File: config.mk
export PLATFORM = sky130hd
export DESIGN_NAME = posicao_robo
export DESIGN_NICKNAME = d
export VERILOG_FILES = /design/src/rtl/robo_pkg.sv /design/src/rtl/posicao_robo.sv
export SDC_FILE = /design/constraint.sdc
export NUM_CORES = 1
export LEC_CHECK = 0
export CORE_UTILIZATION = 51
export DETAILED_ROUTE_END_ITERATION = 8
export PLACE_DENSITY = 0.79
export SYNTH_ARGS = -nofsm -noshare
export SYNTH_HDL_FRONTEND = slang
export SYNTH_SLANG_ARGS = --single-unit
File: constraint.sdc
create_clock -name clockc3 -period 3.3 [get_ports clockc3]
set_clock_uncertainty 0.15 [all_clocks]
set_input_delay 0.66 -clock clockc3 [delete_from_list [all_inputs] [get_ports clockc3]]
set_output_delay 0.66 -clock clockc3 [all_outputs]
set_load 0.005 [all_outputs]
File: src/rtl/robo_pkg.sv
// Shared definitions for the pipe-cleaner robot: heading codes, motion FSM states, counter widths.
package robo_pkg;

  localparam logic [2:0] NORTE = 3'b001;
  localparam logic [2:0] OESTE = 3'b010;
  localparam logic [2:0] LESTE = 3'b011;
  localparam logic [2:0] SUL   = 3'b100;

  localparam int unsigned PassosW = 16;

  typedef enum logic [0:0] {
    PARADO,
    MOVENDO
  } estado_e;

endpackage

File: src/rtl/posicao_robo.sv
// Grid position tracker: accepts one-step commands, times the motor step and updates (x, y).
// Rejects illegal headings and moves that would leave the grid before any motion starts.
module posicao_robo
  import robo_pkg::*;
#(
  parameter int unsigned GRID_W      = 16,
  parameter int unsigned GRID_H      = 16,
  parameter int unsigned COORD_W     = 4,
  parameter int unsigned MOVE_CYCLES = 4,
  parameter int unsigned START_X     = 0,
  parameter int unsigned START_Y     = 0
) (
  input  logic               clockc3,
  input  logic               reset,
  input  logic               avancar,
  input  logic [2:0]         orientacao,
  output logic [COORD_W-1:0] pos_x,
  output logic [COORD_W-1:0] pos_y,
  output logic               ocupado,
  output logic               movido,
  output logic               bloqueado,
  output logic               invalido,
  output logic [PassosW-1:0] passos
);

  localparam int unsigned CntW = (MOVE_CYCLES > 1) ? $clog2(MOVE_CYCLES) : 1;
  localparam logic [CntW-1:0]    CntLoad = CntW'(MOVE_CYCLES - 1);
  localparam logic [COORD_W-1:0] XMax    = COORD_W'(GRID_W - 1);
  localparam logic [COORD_W-1:0] YMax    = COORD_W'(GRID_H - 1);
  localparam logic [COORD_W-1:0] XStart  = COORD_W'(START_X);
  localparam logic [COORD_W-1:0] YStart  = COORD_W'(START_Y);

  estado_e             state_q, state_d;
  logic [CntW-1:0]     cnt_q, cnt_d;
  logic [2:0]          dir_q, dir_d;
  logic [COORD_W-1:0]  pos_x_q, pos_x_d, pos_y_q, pos_y_d;
  logic [PassosW-1:0]  passos_q, passos_d;
  logic                ocupado_q, ocupado_d;
  logic                movido_q, movido_d;
  logic                bloqueado_q, bloqueado_d;
  logic                invalido_q, invalido_d;

  // alvo_valido: target cell and in-grid flag for the heading in effect this cycle
  logic [2:0]          dir_sel;
  logic                dir_legal, alvo_livre;
  logic [COORD_W-1:0]  alvo_x, alvo_y;

  assign dir_sel = (state_q == PARADO) ? orientacao : dir_q;

  always_comb begin
    dir_legal  = 1'b1;
    alvo_livre = 1'b0;
    alvo_x     = pos_x_q;
    alvo_y     = pos_y_q;
    case (dir_sel)
      NORTE: begin
        alvo_livre = (pos_y_q != YMax);
        alvo_y     = pos_y_q + COORD_W'(1);
      end
      SUL: begin
        alvo_livre = (pos_y_q != '0);
        alvo_y     = pos_y_q - COORD_W'(1);
      end
      LESTE: begin
        alvo_livre = (pos_x_q != XMax);
        alvo_x     = pos_x_q + COORD_W'(1);
      end
      OESTE: begin
        alvo_livre = (pos_x_q != '0);
        alvo_x     = pos_x_q - COORD_W'(1);
      end
      default: dir_legal = 1'b0;
    endcase
  end

  always_comb begin
    state_d     = state_q;
    cnt_d       = cnt_q;
    dir_d       = dir_q;
    pos_x_d     = pos_x_q;
    pos_y_d     = pos_y_q;
    passos_d    = passos_q;
    movido_d    = 1'b0;
    bloqueado_d = 1'b0;
    invalido_d  = 1'b0;
    unique case (state_q)
      PARADO: begin
        if (avancar) begin
          if (!dir_legal) begin
            invalido_d = 1'b1;
          end else if (!alvo_livre) begin
            bloqueado_d = 1'b1;
          end else begin
            dir_d   = orientacao;
            cnt_d   = CntLoad;
            state_d = MOVENDO;
          end
        end
      end
      MOVENDO: begin
        // avancar is deliberately ignored here, including on the completion edge
        if (cnt_q == '0) begin
          pos_x_d  = alvo_x;
          pos_y_d  = alvo_y;
          movido_d = 1'b1;
          if (passos_q != '1) passos_d = passos_q + PassosW'(1);
          state_d  = PARADO;
        end else begin
          cnt_d = cnt_q - CntW'(1);
        end
      end
    endcase
    ocupado_d = (state_d == MOVENDO);
  end

  always_ff @(posedge clockc3) begin
    if (reset) begin
      state_q     <= PARADO;
      cnt_q       <= '0;
      dir_q       <= '0;
      pos_x_q     <= XStart;
      pos_y_q     <= YStart;
      passos_q    <= '0;
      ocupado_q   <= 1'b0;
      movido_q    <= 1'b0;
      bloqueado_q <= 1'b0;
      invalido_q  <= 1'b0;
    end else begin
      state_q     <= state_d;
      cnt_q       <= cnt_d;
      dir_q       <= dir_d;
      pos_x_q     <= pos_x_d;
      pos_y_q     <= pos_y_d;
      passos_q    <= passos_d;
      ocupado_q   <= ocupado_d;
      movido_q    <= movido_d;
      bloqueado_q <= bloqueado_d;
      invalido_q  <= invalido_d;
    end
  end

  assign pos_x     = pos_x_q;
  assign pos_y     = pos_y_q;
  assign passos    = passos_q;
  assign ocupado   = ocupado_q;
  assign movido    = movido_q;
  assign bloqueado = bloqueado_q;
  assign invalido  = invalido_q;

endmodule

## After elaboration in Yosys (flattened, before gate mapping)

Index checks and enable logic that the tools add are counted.
Widths: inputs -> output; s select.

| operators by class | value |
|---|---|
| equality and inequality tests | 11 |
| add/sub/neg operators | 6 |
| bitwise operators | 3 |
| multiplexer cells | 18 |
| reductions and logical operators | 14 |

Operator list:

| cell | number |
|---|---|
| $add 16x1->16 const B | 1 |
| $ne 16x16->1 const B | 1 |
| $pmux 4 s2 | 2 |
| $reduce_and 3->1 | 3 |
| $add 4x1->4 const B | 2 |
| $mux 1 | 8 |
| $mux 2 | 4 |
| $ne 2x2->1 const B | 4 |
| $ne 4x4->1 const B | 2 |
| $reduce_and 4->1 | 2 |
| $reduce_bool 4->1 | 2 |
| $reduce_or 4->1 | 2 |
| $sub 4x1->4 const B | 2 |
| $eq 3x2->1 const B | 2 |
| $pmux 1 s4 | 1 |
| $pmux 2 s2 | 1 |
| $reduce_bool 2->1 | 2 |
| $eq 3x1->1 const B | 1 |
| $eq 3x3->1 const B | 1 |
| $mux 3 | 1 |
| $not 1->1 | 3 |
| $reduce_or 3->1 | 1 |
| $logic_not 2->1 | 1 |
| $pmux 1 s2 | 1 |
| 2 further kinds | 2 |

| storage, ports and cells | value |
|---|---|
| register bits after elaboration | 33 |
| output and inout port bits | 28 |
| logic and storage cells | 61 |

## Logic depth before layout (Yosys ltp)

| logic depth | value |
|---|---|
| word-level depth | 7 |
| gate-level depth with buffers | 10 |
| gate-level depth less buffers | 9 |

## Worst setup path before layout

No wires, ideal clock.

| timing | value |
|---|---|
| path type | input to register |
| start | in orientacao[0] |
| end | reg pos_y_q[3] (netlist: pos_y[3]) |
| setup slack | 650 ps |
| stages | 9 |
| data arrival time | 2384 ps |
| buffers on the path | 0 |
| library setup time | 116 ps |
| cell sequence | nor4b_1 nor2_1 inv_1 ha_1 a21o_2 a21oi_1 xor2_1 a21oi_1 a31o_2 |

| on the way | value |
|---|---|
| cells in the longest elaborated chain, start to end | 4 |
| elaborated cells on any way between the ends | 6 |
| classes of those cells | eq/ne (2); mux (2); reduce/logical (2) |

RTL lines:

| item | RTL line | text |
|---|---|---|
| start: declaration | posicao_robo.sv:16 | `input logic [2:0] orientacao,` |
| $mux 3 (*) | posicao_robo.sv:48 | `assign dir_sel = (state_q == PARADO) ? orientacao : dir_q;` |
| $eq 3x3->1 or $eq 3x1->1 (tied branches) | posicao_robo.sv:55 | `case (dir_sel)` |
| $reduce_bool 2->1 (no source line) | - |  |
| $reduce_and 3->1 (no source line) | - |  |
| end signal: assignment | posicao_robo.sv:122 | `pos_y_q <= YStart;` |
| end signal: assignment | posicao_robo.sv:133 | `pos_y_q <= pos_y_d;` |
| end: declaration | posicao_robo.sv:36 | `logic [COORD_W-1:0] pos_x_q, pos_x_d, pos_y_q, pos_y_d;` |

Every way passes the cells marked *; elsewhere a longest branch is shown, timed or not.
A chain may end at the register's enable or synchronous reset.

## Final worst setup path

Same ends and word-level chain as after synthesis.

==> summary.txt <==
Synth
  – Register area share after synthesis: 37.1%
  – Mapped Nets: 219
  – Top cells by area, synth: dfxtp_1 (37%), xnor2_1 (9.3%), nor2_1 (6.3%)
  – Post-synthesis register bit count: 33
  – Simple-gate share of the synthesized area: 25.8%
  – Synth Area in Compound Gates: 11.0%
  – Post-synthesis mux area share: 3.93%
  – Top cell type's share of synthesized area: 37.1%
  – Largest family of logic cells by synthesized area: simple AND/OR/NAND/NOR gates
  – Synth Area in Adders: 6.46%
  – Syn_area_per_cell: 8.70 um^2
  – Synthesized cell area: 1780 um^2
  – Yosys warning total: 0
  – Synth Area in XOR/XNOR: 10.8%
  – Synth area leader: dfxtp_1
  – Distinct cells, synth: 43
  – Mapped Cells: 205

Worst setup path
  – Data arrival, critical path: 2.89 ns
  – Crit-path most repeated cell: a21oi_1
  – Worst reg-to-reg setup slack: 0.79 ns
  – Max stage delay on crit path: 0.47 ns
  – Slowest CP cell: clkdlybuf4s50_1
  – Worst Setup End Kind: flop
  – CP cell instances: clkdlybuf4s50_1, nor4b_1, buf_4, nor2_1, inv_1, ha_1, a21o_2, a21oi_1, xor2_1, a21oi_1, a31o_2
  – Critical path type: primary input to flop
  – Data required, critical path: 3.39 ns
  – Startpoint Class: primary input
  – Crit-path max FO: 5

Final layout
  – Antenna diodes: 0
  – Area growth syn-to-layout: 25.0%
  – Final nets: 257
  – Non-Filler Instances: 290
  – Layout filler cell count: 289
  – Final Core Density: 66.8%
  – Layout cells sized above 1: 9.84%

GRT
  – Total track usage: 21.4%
  – Largest net degree at the start of global routing: 17
  – Initial antenna violation count: 0
  – Global route hottest layer: met2
  – Vias in the first global route: 1314
  – Met2 Usage GRT: 33.7%
  – Congestion Overflow GR: 0
  – Met3 Resource Use GR: 4.41%
  – Met1 usage: 28.1%
  – First-pass GRT wire length: 5850 um

STA
  – Max Clk Rate: 356 MHz
  – Worst slew pin tran: 0.645 ns
  – Tmin final: 2.81 ns
  – Final period util: 85.0%
  – Final-report max-slew violation count: 0
  – RSZ-0062 raised after global routing: false
  – Final Setup Violations: 0
  – Setup TNS: 0 ns
  – Relative slew slack: 56.6%
  – Final hold violation count: 0

Floorplanning
  – Chip height: 61.1 um
  – Die ar.: 3740 um^2
  – I/O pin cnt: 34
  – Total core area: 3340 um^2
  – Row cnt: 21
  – Die width: 61.1 um
  – Initial Util: 53.4%

Power
  – Power per standard cell area: 306 nW/um^2
  – VDD IR max: 0.202 mV
  – Leakage: 0.785 nW

Drt
  – Routed WL per cell: 12.7 um
  – DR pass1 iterations: 4
  – WL final: 3690 um
  – Via count: 1519
  – Routed vias/inst: 5.24
  – Iteration-0 DRC count of the detailed router: 57
  – DRC Markers: 0
  – Post-route ant nets: 0

Clock network
  – CTS Root Cell: clkbuf_4
  – Cts bufs inserted: 5
  – Clk sink count: 33
  – Clock-pin slew on the worst setup and hold paths: 0.10 ns
  – Worst-Skew Late Latency: 0.34 ns
  – # hold bufs at CTS: 0
  – Setup bufs post-CTS: 0
  – PostCTS Resize Cnt: 0
  – CTS Buffer Depth: 2
  – H-tree Lvls: 2
  – CTS tree: built

Flow run
  – Max-Cap Viols: 0

Placement
  – DP HPWL: 2770 um
  – # port buffers: 33
  – DP Cell Count: 282
  – Placer Congestion: 0.806

Hold path
  – HP Class: flop to flop

Status
  – Status: finished, final reports clean
[Yosys cell counts (all sizes together)]
library cell / count
nand4: 6
a211oi: 2
xor2: 3
a21o: 2
a21oi: 16
dfxtp: 33
or2: 1
nor2b: 3
o221ai: 1
nor3b: 2
nor4: 5
and4: 2
xnor2: 19
ha: 6
inv: 11
and4bb: 1
nand2b: 7
o21ai: 2
a31oi: 2
a31o: 1
nor2: 30
and3: 2
nor3: 6
fa: 2
and2: 2
a21boi: 1
or4: 2
o21ba: 1
or3b: 1
buf: 5
and4b: 1
nor4b: 2
mux2i: 7
nand2: 9
o31a: 2
nand3: 2
or3: 1
clkbuf: 4
[where the power goes]
group | total, mW | switching (mW) | internal, mW
sequential | 0.408 | 0.00498 | 0.403
combinational | 0.0561 | 0.0268 | 0.0292
clock | 0.219 | 0.138 | 0.0811
total | 0.683 | 0.170 | 0.513
[cell families after synthesis]
family	after synthesis
adder cells (fa/ha/maj)	8
XOR/XNOR	22
buffers and inverters	20
multiplexers	7
AO/OA/AOI/OAI	30
AND/OR/NAND/NOR	85
flip-flops	33
[path summary, 6_finish.rpt]
path,startpoint,end,depth (start not counted)
min,cnt_q[1]$_SDFFE_PP0P_,cnt_q[1]$_SDFFE_PP0P_,1
min reg2reg,cnt_q[1]$_SDFFE_PP0P_,cnt_q[1]$_SDFFE_PP0P_,1
max,orientacao[0],pos_y[3]$_SDFFE_PP0P_,11
max reg2reg,ocupado$_SDFF_PP0_,pos_y[3]$_SDFFE_PP0P_,10
[cell usage in the layout (no fill, tap or decap), types with 2 or more instances in the layout]
cell type        count
dfxtp_1             33
clkdlybuf4s50_1     33
nor2_1              30
xnor2_1             19
a21oi_1             16
inv_1               11
nand2_1              9
mux2i_1              7
nand2b_1             7
buf_4                7
nand4_1              6
ha_1                 6
nor4_1               5
nor3_1               5
clkbuf_4             5
nor2b_1              3
xor2_1               3
nor4b_1              2
and4_1               2
nand3_1              2
a211oi_1             2
and3_1               2
and2_1               2
nor3b_1              2
a31oi_1              2
o31a_1               2
fa_1                 2
clkinv_2             2
[registers in the layout, summed over array words and instances (netlist names)]
register,count
cnt_q,2
pos_x,4
ocupado,1
pos_y,4
passos,16
dir_q,3
bloqueado,1
movido,1
invalido,1
[routing by layer]
| metal | wire length (um) | vias to the layer above |
|---|---|---|
| li1 | - | 783 |
| met1 | 1850 | 697 |
| met2 | 1640 | 32 |
| met3 | 139 | 7 |
| met4 | 59 | 0 |
| met5 | 0 | - |
[worst max-delay path: cells and delay by family]
| family | cells | cell delay, ns |
|---|---|---|
| buffers and inverters | 3 | 0.71 |
| adders and majority gates | 1 | 0.22 |
| AOI/OAI and AO/OA | 4 | 0.71 |
| xor gates and xnor gates | 1 | 0.21 |
| and+or+nand+nor | 2 | 0.38 |
[layout make-up]
| type | instances | area (um^2) | share of cell area [%] |
|---|---|---|---|
| Clock inverter | 2 | 10.0 | 0.449 |
| Timing Repair Buffer | 40 | 383 | 17.2 |
| Sequential cell | 33 | 661 | 29.6 |
| Inverter | 11 | 41.3 | 1.85 |
| Clock buffer | 6 | 41.3 | 1.85 |
| Tap cell | 46 | 57.6 | 2.58 |
| Multi-Input combinational cell | 152 | 1030 | 46.4 |
[per-stage QoR]
step	hold WS [ns]	setup WS [ns]	power, mW	instance area, um^2
after floorplan	0.303	0.650	0.450	1780
after CTS	0.344	0.480	0.687	2230
after global placement	0.314	0.214	0.472	2180
after global routing	0.365	0.368	0.714	2230
final	0.342	0.494	0.683	2230
after detailed placement	0.320	0.140	0.473	2180
Note: power is estimated with default switching activity, not from simulation.
